==> config.mk <==
export PLATFORM = sky130hd
export DESIGN_NAME = dbg_led_capture_flat
export DESIGN_NICKNAME = d
export VERILOG_FILES = /design/src/rtl/dbg_led_capture_if.sv /design/src/rtl/dbg_led_capture.sv /design/src/flat_wrapper.sv
export SDC_FILE = /design/constraint.sdc
export NUM_CORES = 1
export LEC_CHECK = 0
export ABC_AREA = 1
export CAP_MARGIN = 25
export CORE_MARGIN = 1.5
export CORE_UTILIZATION = 52
export DETAILED_ROUTE_END_ITERATION = 16
export PLACE_DENSITY = 0.76
export SKIP_CTS_REPAIR_TIMING = 1
export SLEW_MARGIN = 5
export SYNTH_ARGS = -nofsm -noshare
export SYNTH_HDL_FRONTEND = slang
export SYNTH_SLANG_ARGS = --single-unit
==> constraint.sdc <==
create_clock -name clk -period 2.1 [get_ports clk]
set_clock_uncertainty 0.1 [all_clocks]
set_input_delay 0.42 -clock clk [delete_from_list [all_inputs] [get_ports clk]]
set_output_delay 0.42 -clock clk [all_outputs]
set_load 0.01 [all_outputs]
==> src/rtl/dbg_led_capture_if.sv <==
// LED capture bus: debug word, trigger controls, raw buttons and
// the LED/status outputs, bundled so the consumer sees one port.
interface dbg_led_capture_if #(
    parameter int DEPTH = 8
);
    localparam int IW = $clog2(DEPTH);

    logic [15:0]   led_in;
    logic          sample_en;
    logic          trig_en;
    logic [15:0]   trig_value;
    logic [15:0]   trig_pc;
    logic          btn_mode;
    logic          btn_step;
    logic [15:0]   led_out;
    logic [1:0]    state_out;
    logic [IW-1:0] hist_idx;
    logic [IW:0]   hist_count;

    modport master (
        output led_in, sample_en, trig_en, trig_value, trig_pc,
        output btn_mode, btn_step,
        input  led_out, state_out, hist_idx, hist_count
    );

    modport slave (
        input  led_in, sample_en, trig_en, trig_value, trig_pc,
        input  btn_mode, btn_step,
        output led_out, state_out, hist_idx, hist_count
    );
endinterface

==> src/rtl/dbg_led_capture.sv <==
// Debug LED capture: live pass-through, PC-match freeze and a
// button-browsable circular history of sampled debug words.
module dbg_led_capture_db #(
    parameter int CYCLES = 4
) (
    input  logic clk,
    input  logic rst,
    input  logic raw_i,
    output logic press_o
);
    localparam int CW = $clog2(CYCLES + 1);

    logic          s1_q;
    logic          s2_q;
    logic [CW-1:0] cnt_q;

    // Synchronize, then count stable cycles; reload on any level change.
    always_ff @(posedge clk) begin
        if (!rst) begin
            s1_q  <= 1'b0;
            s2_q  <= 1'b0;
            cnt_q <= '0;
        end else begin
            s1_q <= raw_i;
            s2_q <= s1_q;
            if (s1_q != s2_q) begin
                cnt_q <= '0;
            end else if (cnt_q != CW'(CYCLES)) begin
                cnt_q <= cnt_q + CW'(1);
            end
        end
    end

    // Saturation at CYCLES keeps a held button to a single pulse.
    assign press_o = s2_q && (cnt_q == CW'(CYCLES - 1));
endmodule

module dbg_led_capture #(
    parameter int DEPTH           = 8,
    parameter int DEBOUNCE_CYCLES = 50000
) (
    input  logic                     clk,
    input  logic                     rst,
    dbg_led_capture_if.slave         bus
);
    localparam int IW = $clog2(DEPTH);

    typedef enum logic [1:0] {
        LIVE     = 2'd0,
        ARMED    = 2'd1,
        CAPTURED = 2'd2,
        BROWSE   = 2'd3
    } state_e;

    state_e        state_q, state_d;
    logic [IW-1:0] idx_q, idx_d;
    logic [IW-1:0] wptr_q;
    logic [IW:0]   count_q;
    logic [15:0]   led_q, led_d;
    logic [15:0]   mem [DEPTH];

    logic          mode_p;
    logic          step_p;
    logic          hit;
    logic          wr_en;
    logic [IW-1:0] rd_addr;

    dbg_led_capture_db #(.CYCLES(DEBOUNCE_CYCLES)) u_db_mode (
        .clk     (clk),
        .rst     (rst),
        .raw_i   (bus.btn_mode),
        .press_o (mode_p)
    );

    dbg_led_capture_db #(.CYCLES(DEBOUNCE_CYCLES)) u_db_step (
        .clk     (clk),
        .rst     (rst),
        .raw_i   (bus.btn_step),
        .press_o (step_p)
    );

    assign hit     = bus.sample_en && (bus.trig_pc == bus.trig_value);
    assign wr_en   = bus.sample_en && (state_q == LIVE || state_q == ARMED);
    assign rd_addr = wptr_q - IW'(1) - idx_q;

    // Next state and browse index; mode press always wins over step.
    always_comb begin
        state_d = state_q;
        idx_d   = idx_q;
        unique case (state_q)
            LIVE: begin
                idx_d = '0;
                if (mode_p && bus.trig_en) begin
                    state_d = ARMED;
                end
            end
            ARMED: begin
                idx_d = '0;
                if (mode_p || !bus.trig_en) begin
                    state_d = LIVE;
                end else if (hit) begin
                    state_d = CAPTURED;
                end
            end
            CAPTURED: begin
                idx_d = '0;
                if (mode_p) begin
                    state_d = LIVE;
                end else if (step_p && count_q > (IW+1)'(1)) begin
                    state_d = BROWSE;
                    idx_d   = IW'(1);
                end
            end
            BROWSE: begin
                if (mode_p) begin
                    state_d = LIVE;
                    idx_d   = '0;
                end else if (step_p) begin
                    if ({1'b0, idx_q} + (IW+1)'(1) == count_q) begin
                        idx_d = '0;
                    end else begin
                        idx_d = idx_q + IW'(1);
                    end
                end
            end
            default: begin
                state_d = LIVE;
                idx_d   = '0;
            end
        endcase
    end

    // Registered LED source: live word, or history at the current index.
    always_comb begin
        led_d = bus.led_in;
        if (state_q == CAPTURED || state_q == BROWSE) begin
            led_d = mem[rd_addr];
        end
    end

    // Control state, write pointer, fill level and LED register.
    always_ff @(posedge clk) begin
        if (!rst) begin
            state_q <= LIVE;
            idx_q   <= '0;
            wptr_q  <= '0;
            count_q <= '0;
            led_q   <= '0;
        end else begin
            state_q <= state_d;
            idx_q   <= idx_d;
            led_q   <= led_d;
            if (wr_en) begin
                wptr_q <= wptr_q + IW'(1);
                if (count_q != (IW+1)'(DEPTH)) begin
                    count_q <= count_q + (IW+1)'(1);
                end
            end
        end
    end

    // History RAM; contents survive reset.
    always_ff @(posedge clk) begin
        if (wr_en) begin
            mem[wptr_q] <= bus.led_in;
        end
    end

    assign bus.led_out    = led_q;
    assign bus.state_out  = state_q;
    assign bus.hist_idx   = idx_q;
    assign bus.hist_count = count_q;
endmodule

==> src/flat_wrapper.sv <==
// flat-port wrapper written by rule: the top's interface ports become plain ports
module dbg_led_capture_flat 
#(
    parameter int DEPTH           = 8,
    parameter int DEBOUNCE_CYCLES = 50000
)
  (clk, rst, bus_led_in, bus_sample_en, bus_trig_en, bus_trig_value, bus_trig_pc, bus_btn_mode, bus_btn_step, bus_led_out, bus_state_out, bus_hist_idx, bus_hist_count);
  dbg_led_capture_if #(.DEPTH(DEPTH)) bus_i ();
  input  logic clk;
  input  logic rst;
  input wire logic [$bits(bus_i.led_in)-1:0] bus_led_in;
  input wire logic [$bits(bus_i.sample_en)-1:0] bus_sample_en;
  input wire logic [$bits(bus_i.trig_en)-1:0] bus_trig_en;
  input wire logic [$bits(bus_i.trig_value)-1:0] bus_trig_value;
  input wire logic [$bits(bus_i.trig_pc)-1:0] bus_trig_pc;
  input wire logic [$bits(bus_i.btn_mode)-1:0] bus_btn_mode;
  input wire logic [$bits(bus_i.btn_step)-1:0] bus_btn_step;
  output wire logic [$bits(bus_i.led_out)-1:0] bus_led_out;
  output wire logic [$bits(bus_i.state_out)-1:0] bus_state_out;
  output wire logic [$bits(bus_i.hist_idx)-1:0] bus_hist_idx;
  output wire logic [$bits(bus_i.hist_count)-1:0] bus_hist_count;
  assign bus_i.led_in = bus_led_in;
  assign bus_i.sample_en = bus_sample_en;
  assign bus_i.trig_en = bus_trig_en;
  assign bus_i.trig_value = bus_trig_value;
  assign bus_i.trig_pc = bus_trig_pc;
  assign bus_i.btn_mode = bus_btn_mode;
  assign bus_i.btn_step = bus_btn_step;
  assign bus_led_out = bus_i.led_out;
  assign bus_state_out = bus_i.state_out;
  assign bus_hist_idx = bus_i.hist_idx;
  assign bus_hist_count = bus_i.hist_count;
  dbg_led_capture #(.DEPTH(DEPTH), .DEBOUNCE_CYCLES(DEBOUNCE_CYCLES)) u_core (.clk(clk), .rst(rst), .bus(bus_i));
endmodule
# After elaboration in Yosys (flattened, before gate mapping)
# Memory sizes are Yosys's and may differ from the RTL's.
# Index checks and enable logic that the tools add are counted.
[word_totals]
in_bits = 54
reg_bits = 64
mem_count = 1
mem_bits_rw = 128
elab_cells = 71
[classes]
n_bitwise = 1
n_lt_le_gt_ge = 1
n_eq_ne = 17
muxes = 16
n_reduce_logical = 16
add_sub_neg = 8
[memory_table]
columns = ["memory", "depth", "width", "rd", "rd_clocked_by_memory_dff", "wr", "line", "text"]
rows = [
  ["u_core.mem", 8, 16, 1, 0, 1, "dbg_led_capture.sv:60", "logic [15:0] mem [DEPTH];"],
]
[op_table]
columns = ["op", "n"]
rows = [
  ["$add A16 B1 Y16 const B", 2],
  ["$eq A16 B16 Y1 const B", 2],
  ["$ne A16 B16 Y1 const B", 2],
  ["$eq A16 B16 Y1", 1],
  ["$mux W16", 1],
  ["$mux W2", 6],
  ["$mux W3", 4],
  ["$pmux W3 S3", 1],
  ["$pmux W2 S4", 1],
  ["$add A3 B1 Y3 const B", 2],
  ["$logic_and A1 B1 Y1", 6],
  ["$ne A3 B1 Y1 const B", 2],
  ["$reduce_or A2 Y1", 3],
  ["$add A3 B1 Y4 const B", 1],
  ["$add A4 B1 Y4 const B", 1],
  ["$eq A2 B2 Y1 const B", 2],
  ["$eq A4 B4 Y1", 1],
  ["$gt A4 B1 Y1 const B", 1],
  ["$ne A4 B4 Y1 const B", 1],
  ["$reduce_and A4 Y1", 1],
  ["$logic_or A1 B1 Y1", 3],
  ["$mux W1", 3],
  ["$ne A3 B2 Y1 const B", 1],
  ["$sub A3 B1 Y3 const B", 1],
  ["9 further kinds", 10],
]

# Depth between registers and ports, before layout
[depth]
depth_word = 6
mapped_depth = 12
ltp_nobuf = 12

# Cells and area by module
# From an unflattened synthesis, not the netlist that was laid out.
[hier_totals]
hier_cells = 914
hier_area_um2 = 8501.9
[modules_own_cells]
columns = ["mod", "n_inst", "seq_area_each_um2", "cells_per_inst", "area_per_inst_um2"]
rows = [
  ["dbg_led_capture", 1, 4404.2, 630, 6655.1],
  ["dbg_led_capture_db", 2, 360.3, 142, 923.4],
]

# Worst setup path after synthesis
# OpenSTA, ideal clock, no wires.
[synth_path]
path_kind = "register to register"
from = "register u_core.idx_q[0] (netlist: u_core.bus.hist_idx[0])"
to = "register u_core.led_q[12] (netlist: u_core.bus.led_out[12])"
path_slack_ps = -182
synth_period_minus_slack_ps = 2282
t_arrival_ps = 2112
path_buffers = 1
required_time_ps = 1930
stages_incl_launch_ff = 12
path_cell_list = "dfxtp_1 > inv_1 > ha_1 > fa_1 > inv_1 > clkbuf_1 > o21ai_0 > o22ai_1 > inv_1 > o21ai_0 > nand2_1 > a21oi_1"
[synth_via]
elab_chain_len = 3
[synth_lines]
columns = ["item", "line", "text"]
rows = [
  ["start, declared", "dbg_led_capture.sv:56", "logic [IW-1:0] idx_q, idx_d;"],
  ["start signal, assigned", "dbg_led_capture.sv:151", "idx_q <= idx_d;"],
  ["$sub A3 B3 Y3", "dbg_led_capture.sv:84", "assign rd_addr = wptr_q - IW'(1) - idx_q;"],
  ["$mem_v2 Z8 W16", "n/a", ""],
  ["$mux W16", "dbg_led_capture.sv:136", "if (state_q == CAPTURED || state_q == BROWSE) begin"],
  ["end signal, assigned", "dbg_led_capture.sv:152", "led_q <= led_d;"],
  ["end, declared", "dbg_led_capture.sv:59", "logic [15:0] led_q, led_d;"],
]
# Every way passes these cells.
# A chain may end at the register's enable or synchronous reset.

# Final worst setup path
[layout_path]
from = "register u_core.idx_q[0] (netlist: u_core.bus.hist_idx[0])"
to = "register u_core.led_q[11] (netlist: u_core.bus.led_out[11])"
# The elaborated chain is that of the path after synthesis.

==> flow_metrics.py <==
metrics = {
    "run_status": {
        "outcome": "complete, but fails checks",
        "violations": "setup timing",
    },
    "sta": {
        "tightest_slew_ns": 0.4153,
        "layout_setup_ws_ns": -0.1237,
        "rsz0062_at_grt": "true",
        "slew_viol_final": 0,
        "fin_tns_setup_ns": -1.234,
        "slew_headroom_pct": 72.14,
        "hold_slack_ns": 0.3599,
        "final.period_utilization_pct": 105.9,
        "period_minus_slack_ns": 2.224,
        "setup_violations": 16,
        "hold_violations": 0,
        "fmax_ghz": 0.4497,
    },
    "finish": {
        "drive_gt1_share_pct": 13.74,
        "antenna_cells": 0,
        "mostFrequentLayoutCells": "145 x nand2_1, 138 x nor2_1, 128 x edfxtp_1, 87 x inv_1, 78 x clkdlybuf4s50_1",
        "multi_input_area_sq_um": 2804,
        "final_cells": 1223,
        "fill_cells": 1124,
        "seq_area_sq_um": 5129,
        "layout_commonest_cell": "nand2_1",
        "final_nets": 1064,
        "area_delta_synth_final_pct": 27.53,
        "design_area_sq_um": 10550,
    },
    "route": {
        "vias": 6455,
        "antenna_left": 0,
        "drc": 0,
        "vias_per_cell": 5.278,
        "dr.first_iter.drc_count": 659,
        "wl_per_cell_um": 15.52,
        "first_pass_iters": 5,
        "routed_wl_um": 18990,
    },
    "clocking": {
        "cts.sinks": 192,
        "cts-root-buf": "clkbuf_16",
        "cts.htree.levels": 4,
        "cts_tree": "done",
        "clock_latency_ns": 0.45,
        "clock_path_buffers": 2,
        "clk_pin_slew_worst_paths_ns": 0.07,
        "cts_buffers": 17,
    },
    "critical_path": {
        "worst-endpoint-required_ns": 2.33,
        "arrival_ns": 2.45,
        "critical_path_peak_fanout": 6,
        "r2r-end": "u_core.bus.led_out[11]",
        "reg2reg_depth": 12,
        "cp_slowest_cell": "fa_2",
        "critPathLaunchType": "flip-flop",
        "slowest_delay_ns": 0.57,
        "r2r_setup_slack_ns": -0.12,
        "cp-end-kind": "flip-flop",
        "path_common_cell": "buf_12",
        "reg2reg_from": "u_core.bus.hist_idx[0]",
        "crit_type": "reg2reg",
        "crit_chain": "inv_4, ha_4, fa_2, buf_12, clkinv_8, buf_12, o21ai_0, o22ai_2, inv_1, o21ai_2, nand2_1, a21oi_2",
    },
    "synth": {
        "synth_fp_nets": 934,
        "ys.warnings.count": 0,
        "syn_area_sq_um": 8275,
        "ys_seq_area_share_pct": 61.93,
        "synthAdderAreaFrac_pct": 1.754,
        "synth_compound_area_share_pct": 12.69,
        "synth_xor_area_share_pct": 1.134,
        "avgSynthCellArea_sq_um": 9.523,
        "yosys_register_bits": 192,
        "synth_top_family_by_area": "simple AND/OR/NAND/NOR gates",
        "netlist_instances": 869,
        "synth_cell_types": 34,
        "synth.mux.area_fraction_pct": 0,
        "synthSimpleGateAreaFrac_pct": 16.53,
    },
    "power": {
        "power_frac_clock_pct": 30.1,
        "comb_power_share_pct": 27.8,
        "p_int_uw": 7264,
        "p_leak_uw": 0.003940,
        "swShare_pct": 29.90,
        "power_frac_seq_pct": 42.1,
        "powerDensity_nw_per_um2": 981.8,
        "ir_worst_vdd_v": 0.0007603,
        "p_sw_uw": 3098,
    },
    "grt": {
        "antenna_found_initial": 0,
        "grt_pass1_vias": 6001,
        "grt_pass1_wl_um": 29140,
        "track_usage_pct": 22.83,
        "grt_max_degree": 25,
        "grt-ovfl-total": 0,
    },
    "placement": {
        "gp_congestion": 0.8278,
        "hpwlAfterDp_um": 12330,
        "dpl_cell_area_sq_um": 9602,
        "port_buffers": 78,
        "dp_cells": 1180,
    },
    "floorplanning": {
        "die_x_um": 129.2,
        "die_h_um": 129.2,
        "design.portCount": 79,
        "coreArea_sq_um": 15370,
        "fp-row-count": 45,
        "initial_core_util_pct": 53.84,
        "dieArea_sq_um": 16680,
    },
    "worst_hold_path": {
        "hold_start": "u_core.u_db_step.s1_q",
        "hp-class": "reg2reg",
        "hold_depth": 2,
        "hold_path_end": "u_core.u_db_step.s2_q",
    },
    "run": {
        "maxCapViolCount": 0,
    },
}
[cell type report]
type                            count  share of cell area [%]
Clock buffer                       19                   4.197
Clock inverter                     13                   1.233
Inverter                           93                   3.450
Tap cell                          211                   2.501
Timing Repair Buffer              140                   13.46
Sequential cell                   192                   48.60
Multi-Input combinational cell    555                   26.57
[worst max-delay path by stage]
stage	startpoint	to	slack [ns]	cells past startpoint
finish	u_core.bus.hist_idx[0]	u_core.bus.led_out[11]	-0.12	12
global route	u_core.bus.hist_idx[0]	u_core.bus.led_out[0]	-0.21	12
floorplan	u_core.bus.state_out[1]	u_core.mem[1][0]	-0.07	6
detailed placement	u_core.bus.hist_idx[0]	u_core.bus.led_out[0]	-0.19	12
CTS	u_core.bus.hist_idx[0]	u_core.bus.led_out[0]	-0.24	12
global placement	u_core.bus.hist_idx[0]	u_core.bus.led_out[0]	-0.15	12
[flip-flops by register name, indices dropped and copies added (netlist names)]
register and flops:
u_core.u_db_mode.s1_q 1, u_core.bus.hist_count 4, u_core.u_db_mode.cnt_q 16, u_core.u_db_step.cnt_q 16, u_core.u_db_step.s1_q 1, u_core.mem 128, u_core.bus.state_out 2, u_core.u_db_step.s2_q 1
u_core.u_db_mode.s2_q 1, u_core.bus.led_out 16, u_core.wptr_q 3, u_core.bus.hist_idx 3
[metal layers]
| layer | track usage [%] | routed length (um) |
|---|---|---|
| met5 | 0 | 0 |
| met4 | 7.865 | 412 |
| met1 | 29.56 | 8013 |
| met2 | 38.33 | 9412 |
| met3 | 4.872 | 1147 |
[cells in the mapped netlist]
cell type,instances,area (sq um)
buf_6,3,33.78
nand4_1,5,31.28
and3_1,1,6.260
nor3_2,5,50.05
xnor2_1,4,35.03
clkbuf_2,1,5.000
clkinv_1,1,3.750
nor2_1,138,518.0
a211oi_1,2,15.01
o21a_1,3,22.52
ha_1,10,125.1
buf_2,7,35.03
nand2_2,1,6.260
nor4_1,2,12.51
xor2_2,1,16.27
nand3b_1,1,7.510
a31oi_1,1,6.260
nand2_1,146,548.0
o21ai_1,9,45.04
edfxtp_1,128,3844
o22ai_1,32,200.2
nand3_1,25,125.1
dfxtp_1,64,1281
inv_2,2,7.510
buf_4,1,7.510
nor3_1,10,50.05
or2_2,2,12.51
xor2_1,3,26.28
inv_1,90,337.8
fa_1,1,20.02
a21oi_1,54,270.3
o21ai_0,98,490.5
clkbuf_1,17,63.81
xnor2_2,1,16.27
[logic make-up (layout without fill, tap and decap cells)]
| kind of cell | count (synthesis) | in the layout |
|---|---|---|
| DFF | 192 | 192 |
| xor gates and xnor gates | 9 | 9 |
| AOI/OAI and AO/OA | 199 | 199 |
| buffers and inverters | 122 | 265 |
| and+or+nand+nor | 336 | 336 |
| adders and majority gates | 11 | 11 |
[through the flow]
step	utilization, %	setup slack, ns	power, uW
final	68.66	-0.1237	10360
after CTS	66.19	-0.2412	9778
after floorplan	-	-0.06988	5797
after global routing	68.66	-0.2123	10820
after detailed placement	62.47	-0.1916	6694
after global placement	62.47	-0.1465	6647
[critical path, delay by kind of cell (launching register included)]
family	cells	cell delay, ns
DFF	1	0.36
AOI/OAI and AO/OA	4	0.34
and+or+nand+nor	1	0.07
adders and majority gates	2	0.72
buffers and inverters	5	0.52
[power by group through the flow]
stage	Combinational [uW]	Clock (uW)	Sequential [uW]
after global routing	3120	3310	4390
final	2880	3120	4370
after floorplan	1330	0	4470
after global placement	2210	0	4440
after CTS	2270	3140	4360
after detailed placement	2250	0	4440
(Power assumes the default switching activity.)
